==> config.mk <==
export PLATFORM = sky130hd
export DESIGN_NAME = mitm_cmd_ctrl_flat
export DESIGN_NICKNAME = d
export VERILOG_FILES = /design/src/rtl/mitm_cmd_ctrl_pkg.sv /design/src/rtl/mitm_cmd_ctrl_if.sv /design/src/rtl/mitm_cmd_ctrl_tx_arb.sv /design/src/rtl/mitm_cmd_ctrl.sv /design/src/flat_wrapper.sv
export SDC_FILE = /design/constraint.sdc
export NUM_CORES = 1
export LEC_CHECK = 0
export ABC_CLOCK_PERIOD_IN_PS = 2300
export BUFFER_PORTS_ARGS = -buffer_cell sky130_fd_sc_hd__buf_2
export CORE_UTILIZATION = 55
export CTS_BUF_LIST = sky130_fd_sc_hd__clkbuf_4
export DETAILED_ROUTE_END_ITERATION = 10
export GPL_TIMING_DRIVEN = 0
export PLACE_DENSITY_LB_ADDON = 0.2
export SLEW_MARGIN = 5
export SYNTH_ARGS = -nofsm -noshare
export SYNTH_HDL_FRONTEND = slang
export SYNTH_SLANG_ARGS = --single-unit
==> constraint.sdc <==
create_clock -name clk -period 2.3 [get_ports clk]
set_clock_uncertainty 0.05 [all_clocks]
set_input_delay 0.115 -clock clk [delete_from_list [all_inputs] [get_ports clk]]
set_output_delay 0.115 -clock clk [all_outputs]
set_load 0.02 [all_outputs]
==> src/rtl/mitm_cmd_ctrl_pkg.sv <==
// mitm_ctrl_pkg: shared constants and state types for the MITM command
// controller. It holds the PC command opcodes, the response and tag bytes,
// and the two FSM state enums.
// Build option: define MITM_CTRL_TAG_EN to prefix each forwarded snoop
// byte with a tag byte (see mitm_tx_arb).
package mitm_ctrl_pkg;

  localparam logic [7:0] OP_EN   = 8'h65;
  localparam logic [7:0] OP_DIS  = 8'h64;
  localparam logic [7:0] OP_STAT = 8'h73;

  localparam logic [7:0] ACK     = 8'h06;
  localparam logic [7:0] NAK     = 8'h15;

  localparam logic [7:0] TAG_B1  = 8'hB1;
  localparam logic [7:0] TAG_B2  = 8'hB2;

  typedef enum logic [1:0] {C_IDLE, C_ARG, C_RESP} cmd_state_t;
  typedef enum logic [1:0] {T_IDLE, T_SEND, T_WLOW, T_WHIGH} tx_state_t;
  typedef enum logic [1:0] {SRC_RESP, SRC_B1, SRC_B2} src_t;

endpackage

==> src/rtl/mitm_cmd_ctrl_if.sv <==
// mitm_cmd_ctrl_if: groups the byte strobes coming from the three uart_rx
// instances (PC, b1, b2) with the PC uart_tx handshake.
//   slave  : the controller side (takes rx strobes and tx ready, drives tx start/data)
//   master : the surrounding fabric side
interface mitm_cmd_ctrl_if;
  logic       pc_rx_valid;
  logic [7:0] pc_rx_data;
  logic       b1_rx_valid;
  logic [7:0] b1_rx_data;
  logic       b2_rx_valid;
  logic [7:0] b2_rx_data;
  logic       pc_tx_rdy;
  logic       pc_tx_en;
  logic [7:0] pc_tx_data;

  modport slave (
    input  pc_rx_valid, pc_rx_data, b1_rx_valid, b1_rx_data,
    input  b2_rx_valid, b2_rx_data, pc_tx_rdy,
    output pc_tx_en, pc_tx_data
  );

  modport master (
    output pc_rx_valid, pc_rx_data, b1_rx_valid, b1_rx_data,
    output b2_rx_valid, b2_rx_data, pc_tx_rdy,
    input  pc_tx_en, pc_tx_data
  );
endinterface

==> src/rtl/mitm_cmd_ctrl_tx_arb.sv <==
// mitm_tx_arb: PC-side TX scheduler. It holds one snoop byte per board,
// arbitrates the PC uart_tx between the pending command response and the
// two snoop registers, and issues one start pulse per frame.
// Ports:
//   clk, rst              clock, async active-low reset
//   fwd_en[1:0]           forward mask (bit0 b1, bit1 b2)
//   b1_valid/b1_data      snooped byte strobe from board 1
//   b2_valid/b2_data      snooped byte strobe from board 2
//   resp_valid/resp_data  pending command response
//   resp_take             1 when the response frame is started
//   pc_tx_rdy             PC uart_tx idle
//   pc_tx_en/pc_tx_data   start pulse and byte to the PC uart_tx
//   ovf[1:0]              sticky holding-register overflow
// Build option MITM_CTRL_TAG_EN: each snoop byte is preceded by its tag.
module mitm_tx_arb
  import mitm_ctrl_pkg::*;
(
  input  logic       clk,
  input  logic       rst,
  input  logic [1:0] fwd_en,
  input  logic       b1_valid,
  input  logic [7:0] b1_data,
  input  logic       b2_valid,
  input  logic [7:0] b2_data,
  input  logic       resp_valid,
  input  logic [7:0] resp_data,
  output logic       resp_take,
  input  logic       pc_tx_rdy,
  output logic       pc_tx_en,
  output logic [7:0] pc_tx_data,
  output logic [1:0] ovf
);

  tx_state_t       state, state_nxt;
  src_t            src, src_nxt;
  logic [7:0]      data_nxt;
  logic            ptr_b2, ptr_nxt;
  // Set while the frame just granted is a tag; its data byte goes next.
  logic            tag_phase, tag_nxt;
  logic [1:0][7:0] h_data;
  logic [1:0]      h_full;
  logic [1:0]      in_valid;
  logic [1:0][7:0] in_data;
  logic [1:0]      free;
  logic [1:0]      accept;
  logic [1:0]      drop;

  assign in_valid = {b2_valid, b1_valid};
  assign in_data  = {b2_data, b1_data};

  // A strobe in the same cycle its register is freed still lands.
  always_comb begin
    for (int i = 0; i < 2; i++) begin
      accept[i] = in_valid[i] && fwd_en[i] && (!h_full[i] || free[i]);
      drop[i]   = in_valid[i] && fwd_en[i] && h_full[i] && !free[i];
    end
  end

  always_comb begin
    state_nxt = state;
    src_nxt   = src;
    data_nxt  = pc_tx_data;
    ptr_nxt   = ptr_b2;
    tag_nxt   = tag_phase;
    free      = 2'b00;
    resp_take = 1'b0;
    pc_tx_en  = 1'b0;
    case (state)
      T_IDLE: begin
        if (pc_tx_rdy) begin
          if (tag_phase) begin
            // Data byte follows its tag with no other grant in between.
            data_nxt  = (src == SRC_B2) ? h_data[1] : h_data[0];
            tag_nxt   = 1'b0;
            state_nxt = T_SEND;
          end else if (resp_valid) begin
            src_nxt   = SRC_RESP;
            data_nxt  = resp_data;
            state_nxt = T_SEND;
          end else if (h_full[0] && (!h_full[1] || !ptr_b2)) begin
            src_nxt   = SRC_B1;
            ptr_nxt   = 1'b1;
`ifdef MITM_CTRL_TAG_EN
            data_nxt  = TAG_B1;
            tag_nxt   = 1'b1;
`else
            data_nxt  = h_data[0];
`endif
            state_nxt = T_SEND;
          end else if (h_full[1]) begin
            src_nxt   = SRC_B2;
            ptr_nxt   = 1'b0;
`ifdef MITM_CTRL_TAG_EN
            data_nxt  = TAG_B2;
            tag_nxt   = 1'b1;
`else
            data_nxt  = h_data[1];
`endif
            state_nxt = T_SEND;
          end
        end
      end
      T_SEND: begin
        pc_tx_en = 1'b1;
        // The source is released only once its own byte goes out.
        if (!tag_phase) begin
          resp_take = (src == SRC_RESP);
          free[0]   = (src == SRC_B1);
          free[1]   = (src == SRC_B2);
        end
        state_nxt = T_WLOW;
      end
      T_WLOW:  if (!pc_tx_rdy) state_nxt = T_WHIGH;
      T_WHIGH: if (pc_tx_rdy)  state_nxt = T_IDLE;
      default: state_nxt = T_IDLE;
    endcase
  end

  always_ff @(posedge clk or negedge rst) begin
    if (!rst) begin
      state      <= T_IDLE;
      src        <= SRC_RESP;
      ptr_b2     <= 1'b0;
      tag_phase  <= 1'b0;
      pc_tx_data <= 8'h00;
      h_full     <= 2'b00;
      ovf        <= 2'b00;
    end else begin
      state      <= state_nxt;
      src        <= src_nxt;
      ptr_b2     <= ptr_nxt;
      tag_phase  <= tag_nxt;
      pc_tx_data <= data_nxt;
      for (int i = 0; i < 2; i++) begin
        if (accept[i])    h_full[i] <= 1'b1;
        else if (free[i]) h_full[i] <= 1'b0;
        if (drop[i])      ovf[i]    <= 1'b1;
      end
    end
  end

  always_ff @(posedge clk) begin
    for (int i = 0; i < 2; i++) begin
      if (accept[i]) h_data[i] <= in_data[i];
    end
  end

endmodule

==> src/rtl/mitm_cmd_ctrl.sv <==
// mitm_cmd_ctrl: command controller for the UART man-in-the-middle fabric.
// Parses PC commands ('e' arg, 'd' arg, 's') into the forward mask and
// hands responses to mitm_tx_arb, which shares the PC uart_tx with the
// bytes snooped from b1/b2.
// Ports:
//   clk      system clock
//   rst      asynchronous reset, active-low
//   bus      mitm_cmd_ctrl_if.slave: PC/b1/b2 rx strobes, PC tx handshake
//   fwd_en   forward mask, bit0 = b1, bit1 = b2
//   cmd_err  1-cycle pulse on NAK or argument timeout
//   ovf      sticky snoop overflow, bit0 = b1, bit1 = b2
// Build option MITM_CTRL_TAG_EN: tagged snoop forwarding (in mitm_tx_arb).
module mitm_cmd_ctrl
  import mitm_ctrl_pkg::*;
#(
  parameter int SYSTEM_CLOCK = 32000000,
  parameter int BAUD_RATE    = 9600,
  parameter int TO_BITS      = 20
) (
  input  logic                clk,
  input  logic                rst,
  mitm_cmd_ctrl_if.slave      bus,
  output logic [1:0]          fwd_en,
  output logic                cmd_err,
  output logic [1:0]          ovf
);

  localparam int TIMEOUT_CYC = SYSTEM_CLOCK / BAUD_RATE * TO_BITS;
  localparam int TW          = $clog2(TIMEOUT_CYC + 1);

  cmd_state_t  state, state_nxt;
  logic        op_en, op_en_nxt;
  logic [TW-1:0] timer, timer_nxt;
  logic [7:0]  resp, resp_nxt;
  logic [1:0]  fwd_nxt;
  logic        err_nxt;
  logic        resp_take;

  always_comb begin
    state_nxt = state;
    op_en_nxt = op_en;
    timer_nxt = timer;
    resp_nxt  = resp;
    fwd_nxt   = fwd_en;
    err_nxt   = 1'b0;
    case (state)
      C_IDLE: begin
        if (bus.pc_rx_valid) begin
          if (bus.pc_rx_data == OP_EN || bus.pc_rx_data == OP_DIS) begin
            state_nxt = C_ARG;
            op_en_nxt = (bus.pc_rx_data == OP_EN);
            timer_nxt = '0;
          end else if (bus.pc_rx_data == OP_STAT) begin
            state_nxt = C_RESP;
            resp_nxt  = {6'b0, fwd_en};
          end else begin
            state_nxt = C_RESP;
            resp_nxt  = NAK;
            err_nxt   = 1'b1;
          end
        end
      end
      C_ARG: begin
        if (bus.pc_rx_valid) begin
          state_nxt = C_RESP;
          if (bus.pc_rx_data[7:2] != 6'b0) begin
            resp_nxt = NAK;
            err_nxt  = 1'b1;
          end else begin
            fwd_nxt  = op_en ? (fwd_en | bus.pc_rx_data[1:0])
                             : (fwd_en & ~bus.pc_rx_data[1:0]);
            resp_nxt = ACK;
          end
        end else if (timer == TW'(TIMEOUT_CYC - 1)) begin
          // Abandoned command: no response byte is queued.
          state_nxt = C_IDLE;
          err_nxt   = 1'b1;
        end else begin
          timer_nxt = timer + TW'(1);
        end
      end
      C_RESP: begin
        // PC bytes arriving here are dropped on purpose.
        if (resp_take) state_nxt = C_IDLE;
      end
      default: state_nxt = C_IDLE;
    endcase
  end

  always_ff @(posedge clk or negedge rst) begin
    if (!rst) begin
      state   <= C_IDLE;
      op_en   <= 1'b0;
      timer   <= '0;
      resp    <= 8'h00;
      fwd_en  <= 2'b00;
      cmd_err <= 1'b0;
    end else begin
      state   <= state_nxt;
      op_en   <= op_en_nxt;
      timer   <= timer_nxt;
      resp    <= resp_nxt;
      fwd_en  <= fwd_nxt;
      cmd_err <= err_nxt;
    end
  end

  mitm_tx_arb u_tx_arb (
    .clk        (clk),
    .rst        (rst),
    .fwd_en     (fwd_en),
    .b1_valid   (bus.b1_rx_valid),
    .b1_data    (bus.b1_rx_data),
    .b2_valid   (bus.b2_rx_valid),
    .b2_data    (bus.b2_rx_data),
    .resp_valid (state == C_RESP),
    .resp_data  (resp),
    .resp_take  (resp_take),
    .pc_tx_rdy  (bus.pc_tx_rdy),
    .pc_tx_en   (bus.pc_tx_en),
    .pc_tx_data (bus.pc_tx_data),
    .ovf        (ovf)
  );

endmodule

==> src/flat_wrapper.sv <==
// flat-port wrapper written by rule: the top's interface ports become plain ports
module mitm_cmd_ctrl_flat import mitm_ctrl_pkg::*;
#(
  parameter int SYSTEM_CLOCK = 32000000,
  parameter int BAUD_RATE    = 9600,
  parameter int TO_BITS      = 20
)
  (clk, rst, fwd_en, cmd_err, ovf, bus_pc_rx_valid, bus_pc_rx_data, bus_b1_rx_valid, bus_b1_rx_data, bus_b2_rx_valid, bus_b2_rx_data, bus_pc_tx_rdy, bus_pc_tx_en, bus_pc_tx_data);
  mitm_cmd_ctrl_if bus_i ();
  input  logic clk;
  input  logic rst;
  output logic [1:0] fwd_en;
  output logic cmd_err;
  output logic [1:0] ovf;
  input wire logic [$bits(bus_i.pc_rx_valid)-1:0] bus_pc_rx_valid;
  input wire logic [$bits(bus_i.pc_rx_data)-1:0] bus_pc_rx_data;
  input wire logic [$bits(bus_i.b1_rx_valid)-1:0] bus_b1_rx_valid;
  input wire logic [$bits(bus_i.b1_rx_data)-1:0] bus_b1_rx_data;
  input wire logic [$bits(bus_i.b2_rx_valid)-1:0] bus_b2_rx_valid;
  input wire logic [$bits(bus_i.b2_rx_data)-1:0] bus_b2_rx_data;
  input wire logic [$bits(bus_i.pc_tx_rdy)-1:0] bus_pc_tx_rdy;
  output wire logic [$bits(bus_i.pc_tx_en)-1:0] bus_pc_tx_en;
  output wire logic [$bits(bus_i.pc_tx_data)-1:0] bus_pc_tx_data;
  assign bus_i.pc_rx_valid = bus_pc_rx_valid;
  assign bus_i.pc_rx_data = bus_pc_rx_data;
  assign bus_i.b1_rx_valid = bus_b1_rx_valid;
  assign bus_i.b1_rx_data = bus_b1_rx_data;
  assign bus_i.b2_rx_valid = bus_b2_rx_valid;
  assign bus_i.b2_rx_data = bus_b2_rx_data;
  assign bus_i.pc_tx_rdy = bus_pc_tx_rdy;
  assign bus_pc_tx_en = bus_i.pc_tx_en;
  assign bus_pc_tx_data = bus_i.pc_tx_data;
  mitm_cmd_ctrl #(.SYSTEM_CLOCK(SYSTEM_CLOCK), .BAUD_RATE(BAUD_RATE), .TO_BITS(TO_BITS)) u_core (.clk(clk), .rst(rst), .bus(bus_i), .fwd_en(fwd_en), .cmd_err(cmd_err), .ovf(ovf));
endmodule
* Word-level counts from Yosys, hierarchy flattened
Cells that the tools add are included.
Widths: inputs -> output; s select.
** Storage, ports and cells
- Input bits :: 30
- Flip-flop bits (word level) :: 64
** Operators by class
- $add $sub $neg :: 1
- Multiplexer cells :: 47
- Reduce and logical (&&, ||, !) cells :: 35
- Equality and inequality tests :: 23
- Bitwise gates (word level) :: 5
** Operators with widths (number)
- $mux 17 :: 4
- $mux 8 :: 6
- $pmux 17 s2 :: 1
- $mux 2 :: 16
- $eq 8x7->1 const B :: 3
- $add 17x1->17 const B :: 1
- $eq 17x17->1 const B :: 1
- $ne 2x2->1 const B :: 8
- $pmux 8 s2 :: 1
- $mux 1 :: 14
- $reduce_and 3->1 :: 4
- $reduce_and 4->1 :: 3
- $mux 5 :: 2
- $logic_and 1x1->1 :: 9
- $eq 2x2->1 const B :: 4
- $pmux 2 s4 :: 1
- $reduce_bool 2->1 :: 4
- $eq 2x1->1 const B :: 3
- $logic_not 2->1 :: 3
- $pmux 2 s3 :: 1
- $reduce_bool 6->1 :: 1
- $logic_not 1->1 :: 5
- $reduce_and 5->1 :: 1
- $logic_or 1x1->1 :: 4
- other kinds (9) :: 11

* Longest topological paths before layout
Gate-level depths: netlist of the first run.
- Depth in word-level cells :: 7
- Depth in mapped cells :: 7

* Hierarchy
Synthesis of the first run repeated with hierarchy kept, for this count alone.
** Unflattened totals
- Cell total of the unflattened synthesis :: 252
- Area total of the unflattened synthesis :: 2815.2 um^2
** By module, submodules not included
- mitm_cmd_ctrl :: area each 1458.9 um^2, cells an instance 150, instances 1, seq. area each 675.6 um^2
- mitm_tx_arb :: area each 1356.3 um^2, cells an instance 102, instances 1, seq. area each 905.9 um^2

* Worst setup path after synthesis of the first run
OpenSTA, ideal clock, no wires.
- Path kind :: reg2reg
- From :: reg u_core.u_tx_arb.state[1]
- To :: reg u_core.u_tx_arb.h_data[10] (netlist name) (enable)
- Stages on the path, launching flop included :: 5
- Library setup time :: 0.375 ns
- Buffers on the path :: 0
- Data required time :: 1.875 ns
- Period minus slack after synthesis :: 1.821 ns
- Arrival time :: 1.396 ns
- Slack :: 0.479 ns
- Path through :: dfrtp_1 > inv_1 > ha_1 > nand3b_1 > a21oi_1
** Between the ends
- Cells in the longest elaborated chain, start to end :: 4
** Ends and longest elaborated chain
- from (decl) :: RTL line mitm_cmd_ctrl_tx_arb.sv:34 : tx_state_t state, state_nxt;
- from (signal assigned) :: RTL line mitm_cmd_ctrl_tx_arb.sv:129 : state <= state_nxt;
- $eq 2x1->1 :: RTL line mitm_cmd_ctrl_tx_arb.sv:68 : case (state)
- $mux 2 :: RTL line mitm_cmd_ctrl_tx_arb.sv:68
- $logic_or 1x1->1 :: RTL line mitm_cmd_ctrl_tx_arb.sv:54 : accept[i] = in_valid[i] && fwd_en[i] && (!h_full[i] || free[i]);
- $logic_and 1x1->1 :: RTL line mitm_cmd_ctrl_tx_arb.sv:54
- named net u_core.u_tx_arb.accept[1] :: RTL line mitm_cmd_ctrl_tx_arb.sv:45 : logic [1:0] accept;
- to (signal, indexed assignment) :: RTL line mitm_cmd_ctrl_tx_arb.sv:144 : if (accept[i]) h_data[i] <= in_data[i];
- to (decl) :: RTL line mitm_cmd_ctrl_tx_arb.sv:40 : logic [1:0][7:0] h_data;
The timed path passes the listed nets, and every way through them passes these cells.
A chain may end at the register's enable or synchronous reset.

* Worst setup path after layout of the first run
- From :: reg u_core.u_tx_arb.state[1]
- To :: reg u_core.u_tx_arb.h_data[4] (netlist name) (enable)
Same word-level chain as after synthesis.

==> results_dict.tcl, run 1 <==
set metrics [dict create \
    arrival_ps 2100 \
    crit_slowest_cell "a21oi_1" \
    drc 0 \
    path_class "reg -> reg" \
    rr_endpoint "u_core.u_tx_arb.h_data[4]" \
    synthFlopType "dfrtp_1" \
    tns_ps 0 \
    overflow 0 \
    syn_avg_cell_area_um2 11.01 \
    fmax_mhz 473.5 \
    grt_use_total_pct 25.48 \
    netlist_instances 264 \
    critPathLaunchType "flop" \
    initial_utilization_pct 56.93 \
    whs_ps 12.45 \
    grt_first_pass_wirelength_um 10330 \
    drtPass1Iterations 4 \
    fin_crit_ps 2112 \
    via_per_inst 5.771 \
    numCtsBuffers 9 \
    status "finished, final reports clean" \
    gp_congestion 0.8604 \
    max_cap_violations 0 \
    fin_crit_sh_pct 91.83 \
    grt_max_degree 45 \
    clk_path_buf_depth 2 \
    coreArea_um2 5107 \
    peakVddDrop_uv 538.5 \
    slew_headroom_pct 34.87 \
    rsz0062_at_grt "no" \
    num_rows 26 \
    port_buffers 43 \
    hp-class "in -> reg" \
    ant_nets 0 \
    final-setup-viol-count 0 \
    worstMarginPinSlew_ps 977.0 \
    place_hpwl_um 4475 \
    worst_path_largest_cell_delay_ps 780 \
    pin_count 44 \
    via_count 2389 \
    dp.cells 377 \
    syn_area_um2 2908 \
    cts_tree "done" \
    antennaDiodeCount 0 \
    synth-edff-count 16 \
    worstPathRequired_ps 2290 \
    cp_max_fo 8 \
    clk_pin_slew_ps 120 \
    nNetsFinal 375 \
    reg2reg_depth 4 \
    dpl_cell_area_um2 3211 \
    synth-seq-area-share_pct 54.39 \
    ys_types 54 \
    timing_hold_violations_final 0 \
    ys_ff_latch 60 \
    rrSetupSlack_ps 190 \
    crit_family "compound AO/OA/AOI/OAI gates" \
    cp-startpoint "u_core.u_tx_arb.state[1]" \
    antenna_found_initial 0 \
    cts_sinks 60 \
    finalMaxSlewViolations 0 \
    hold_end "u_core.u_tx_arb.state[0]" \
    die_area_um2 5582 \
    p_leak_nw 1.535 \
    die_h_um 74.71 \
    final_cells 414 \
    drt_iter0_drc 167 \
    cts-root-buf "clkbuf_4" \
    cts_max_level 3 \
    wl_um 6617 \
    avgRoutedWirePerCell_um 15.98 \
    hold_depth 3 \
    syn-num-nets 300 \
    ys.warnings.count 0 \
    syn2layout_area_growth_pct 22.46 \
    grt_pass1_vias 2177 \
    drive_gt1_share_pct 20.93 \
    design_area_um2 3561 \
    end_kind "flop" \
    synth-async-reset-ratio_pct 73.33 \
    worstPathCellList "inv_1 -> ha_1 -> nand3b_1 -> a21oi_1" \
    p_per_area_nw_per_um2 875.0 \
    die_x_um 74.71 \
    clk_latency_ps 410 \
    critPathBufInv 1 \
    reg2reg_from "u_core.u_tx_arb.state[1]" \
    worstHoldStart "bus_pc_tx_rdy" \
]
-- stage by stage --
| step | worst slack [ps] | power, mW | util (%) |
|---|---|---|---|
| floorplan | 478.5 | 2.073 | - |
| CTS | 217.7 | 3.122 | 69.72 |
| global route | 47.99 | 3.292 | 69.72 |
| detailed placement | 240.5 | 2.360 | 62.86 |
| global placement | 295.3 | 2.313 | 62.86 |
| finish | 187.9 | 3.116 | 69.72 |
-- sequential cells by signal, summed over array words and instances, names as in the netlist, 2 cells and up, named ones only --
name and flops:
u_core.u_tx_arb.h_data 16, u_core.u_tx_arb.pc_tx_data 8, u_core.resp 4, u_core.timer 17, u_core.u_tx_arb.ovf 2, u_core.u_tx_arb.h_full 2
u_core.u_tx_arb.src 2, u_core.state 2, u_core.u_tx_arb.state 2
-- how the worst max path moves through the flow --
stage / to / slack, ps / depth (start not counted)
floorplan: u_core.u_tx_arb.h_data[10] / 480 / 4
global placement: u_core.u_tx_arb.h_data[12] / 300 / 4
detailed placement: u_core.u_tx_arb.pc_tx_data[3] / 240 / 5
CTS: u_core.u_tx_arb.pc_tx_data[3] / 220 / 5
global route: u_core.u_tx_arb.pc_tx_data[3] / 50 / 5
finish: u_core.u_tx_arb.h_data[4] / 190 / 4
-- metal layers --
metal	up-vias	global-route usage (%)	routed length (um)
li1	1158	-	-
met1	1149	33.83	3083
met2	72	39.64	3188
met3	10	7.229	265
met4	0	10.27	79
met5	-	0	0
-- logic make-up after synthesis --
logic type	share of synthesized area (%)
multiplexers	4.002
adder cells (fa/ha/maj)	2.582
buffers and inverters	3.873
AO/OA/AOI/OAI	16.31
AND/OR/NAND/NOR	18.55
XOR/XNOR	0.3013
flip-flops	54.39
-- cell usage after synthesis, types with 3 or more instances --
| cell type | instances | area, um2 |
|---|---|---|
| nand2b_1 | 5 | 31.28 |
| a21oi_1 | 7 | 35.03 |
| or3_1 | 3 | 18.77 |
| inv_1 | 16 | 60.06 |
| nor4_1 | 8 | 50.05 |
| a222oi_1 | 3 | 30.03 |
| nand4_1 | 9 | 56.30 |
| a21o_1 | 7 | 52.55 |
| or4_1 | 3 | 22.52 |
| o221ai_1 | 3 | 26.28 |
| nand3b_1 | 3 | 22.52 |
| mux2i_1 | 6 | 60.06 |
| nand3_1 | 8 | 40.04 |
| o211ai_1 | 5 | 37.54 |
| o21bai_1 | 3 | 22.52 |
| a31oi_1 | 11 | 68.82 |
| dfrtp_1 | 44 | 1101 |
| nand2_1 | 19 | 71.32 |
| a211oi_1 | 4 | 30.03 |
| mux2_2 | 5 | 56.30 |
| edfxtp_1 | 16 | 480.5 |
| nor3_1 | 8 | 40.04 |
| o21ai_0 | 6 | 30.03 |
| nor2_1 | 11 | 41.29 |
| ha_1 | 6 | 75.07 |
| clkbuf_1 | 9 | 33.78 |
| o21ai_1 | 3 | 15.01 |
-- final cells by class --
cell class / count / area (um2)
tap: 70 / 87.58
inverter: 16 / 60.06
multi-input combinational: 177 / 1214
fill: 398 / 1546
buffer: 11 / 52.55
sequential: 60 / 1582
timing repair buffer: 64 / 425.4
clock inverter: 6 / 65.06
clock buffer: 10 / 75.07
-- where the power goes --
part | total [mW] | leakage (nW) | internal (mW) | switching (mW)
combinational | 0.888 | 0.782 | 0.385 | 0.503
sequential | 1.48 | 0.687 | 1.30 | 0.184
clock | 0.747 | 0.0663 | 0.341 | 0.406
total | 3.12 | 1.54 | 2.02 | 1.09
-- cell usage in the layout (no fill, tap or decap), drive strengths merged, types with 4 or more instances in the layout --
cell type / synthesis / layout
buf: 2 / 45
dfrtp: 44 / 44
dlygate4sd3: 0 / 21
nand2: 19 / 19
clkbuf: 9 / 19
inv: 16 / 16
edfxtp: 16 / 16
nor2: 11 / 11
a31oi: 11 / 11
o21ai: 10 / 10
nand4: 9 / 9
nor4: 9 / 9
nand3: 9 / 9
nor3: 8 / 8
a21oi: 7 / 7
a21o: 7 / 7
mux2i: 6 / 6
ha: 6 / 6
nand2b: 5 / 5
mux2: 5 / 5
o211ai: 5 / 5
a211oi: 4 / 4
or3: 4 / 4
-- worst min-delay path: stages --
cell	delay, ps
buf_2	100
a21oi_1	100
mux2i_1	130
-- timing repair --
action | in CTS | in global routing
gates resized for setup | 0 | 0
hold buffers | 21 | 0
endpoints found under the hold margin | 66 | 0
buffers inserted | 0 | 0
Note: power is estimated with default switching activity, not from simulation.
==> run 2: changes to the inputs <==
Settings changed: BUFFER_PORTS_ARGS -buffer_cell sky130_fd_sc_hd__buf_2 to -buffer_cell sky130_fd_sc_hd__buf_4.
==> run 2 against run 1 <==
Effect of this change:
- combinational power is 6.9% higher
- total power is 5.3% higher
- non-clock buffer count is 1 higher
- clock-buffer cell count stayed put
- cell count is 0.24% higher
- sequential cell count stayed put
- via count is 0.80% higher
- setup slack worse by 38 ps
- routed wire length is 0.12% higher
- maximum frequency is 1.8% lower
- utilization is 2.8 points higher
- critical path type unchanged
==> results_dict.tcl, run 2 (same netlist as run 1, synthesis figures left out) <==
set metrics [dict create \
    syn2layout_area_growth_pct 27.32 \
    max_cap_violations 0 \
    arrival_ps 2450 \
    rsz0062_at_grt "no" \
    grt_use_total_pct 25.42 \
    via_per_inst 5.802 \
    design_area_um2 3702 \
    top_register "u_core.timer" \
    p_per_area_nw_per_um2 886.4 \
    numCtsBuffers 9 \
    via_count 2408 \
    tns_ps 0 \
    die_h_um 74.71 \
    die_x_um 74.71 \
    whs_ps 16.98 \
    drc 0 \
    clk_latency_ps 400 \
    slew_headroom_pct 35.46 \
    antenna_found_initial 0 \
    grt_max_degree 45 \
    rrSetupSlack_ps 150 \
    critPathLaunchType "flop" \
    die_area_um2 5582 \
    drtPass1Iterations 5 \
    worstMarginPinSlew_ps 959.3 \
    cts_tree "done" \
    cts.repair.resized 0 \
    wl_um 6625 \
    path_class "reg -> reg" \
    num_rows 26 \
    finalMaxSlewViolations 0 \
    largest_reg_flops 17 \
    rr_endpoint "u_core.u_tx_arb.pc_tx_data[7]" \
    clk_path_buf_depth 2 \
    grt_pass1_vias 2215 \
    cp_max_fo 4 \
    grt_first_pass_wirelength_um 10230 \
    place_hpwl_um 4454 \
    hp-class "in -> reg" \
    fin_crit_ps 2150 \
    hold_depth 3 \
    drive_gt1_share_pct 21.16 \
    gp_congestion 0.8984 \
    fin_crit_sh_pct 93.48 \
    final-setup-viol-count 0 \
    timing_hold_violations_final 0 \
    coreArea_um2 5107 \
    dp.cells 377 \
    antennaDiodeCount 0 \
    cts-root-buf "clkbuf_4" \
    end_kind "flop" \
    initial_utilization_pct 56.93 \
    reg2reg_depth 6 \
    p_leak_nw 1.584 \
    overflow 0 \
    fmax_mhz 465.1 \
    final_cells 415 \
    peakVddDrop_uv 585.6 \
    status "finished, final reports clean" \
    drt_iter0_drc 217 \
    ant_nets 0 \
    nNetsFinal 376 \
    clk_pin_slew_ps 100 \
    layout_common_cells "buf_4, dfrtp_1, dlygate4sd3_1, nand2_1" \
    hold_end "u_core.u_tx_arb.state[0]" \
    cp-startpoint "u_core.u_tx_arb.state[0]" \
    port_buffers 43 \
    cts_max_level 3 \
    largestRegisters "u_core.timer: 17 flops, u_core.u_tx_arb.h_data: 16 flops, u_core.u_tx_arb.pc_tx_data: 8 flops" \
    cts_sinks 60 \
    reg2reg_from "u_core.u_tx_arb.state[0]" \
    pin_count 44 \
    worstHoldStart "bus_pc_tx_rdy" \
    dpl_cell_area_um2 3318 \
    worstPathRequired_ps 2600 \
    avgRoutedWirePerCell_um 15.96 \
]
## run 2: worst max-delay path: stages (launching register included)
cell	delay [ps]
dfrtp_1	420
inv_1	130
ha_1	210
nand2_1	120
nor4b_1	840
a222oi_1	220
inv_1	100
## run 2: report_power, final
group / leakage [nW] / switching, mW / internal (mW) / total, mW
clock: 0.0826 / 0.399 / 0.452 / 0.851
sequential: 0.687 / 0.184 / 1.30 / 1.48
combinational: 0.814 / 0.505 / 0.443 / 0.949
## run 2: timing repair
| item | CTS | global route |
|---|---|---|
| setup buffers | 0 | 0 |
| endpoints found under the setup margin | 0 | 0 |
| hold endpoints to repair | 68 | 0 |
| hold buffers | 22 | 0 |
## run 2: how the worst max path moves through the flow
stage	to	slack, ps	depth (start not counted)
after global routing	u_core.u_tx_arb.pc_tx_data[5]	10	6
after floorplan	u_core.u_tx_arb.h_data[10]	480	4
after detailed placement	u_core.u_tx_arb.pc_tx_data[6]	220	6
after global placement	u_core.u_tx_arb.h_data[13]	260	4
final	u_core.u_tx_arb.pc_tx_data[7]	150	6
after CTS	u_core.u_tx_arb.pc_tx_data[7]	180	6
## run 2: final cells by class
type | instances | area [um2]
Multi-Input combinational cell | 177 | 1214
Fill cell | 375 | 1405
Tap cell | 70 | 87.58
Clock inverter | 6 | 88.84
Inverter | 16 | 60.06
Buffer | 11 | 52.55
Clock buffer | 10 | 75.07
Sequential cell | 60 | 1582
Timing Repair Buffer | 65 | 543.0
## run 2: metrics by stage
step | util (%) | worst slack (ps) | total power [mW]
after CTS | 72.49 | 180.9 | 3.303
after global placement | 64.97 | 264.8 | 2.379
final | 72.49 | 150.0 | 3.282
after floorplan | - | 478.5 | 2.073
after global routing | 72.49 | 12.09 | 3.459
after detailed placement | 64.97 | 219.9 | 2.419
## run 2: layer usage
metal  global-route usage, %  vias to the layer above  share of wire, %
met3                   5.489                       15               5.3
met5                       0                        -                 0
li1                        -                     1159                 -
met2                   40.54                       85                48
met1                   33.16                     1149                44
met4                   12.37                        0               2.1
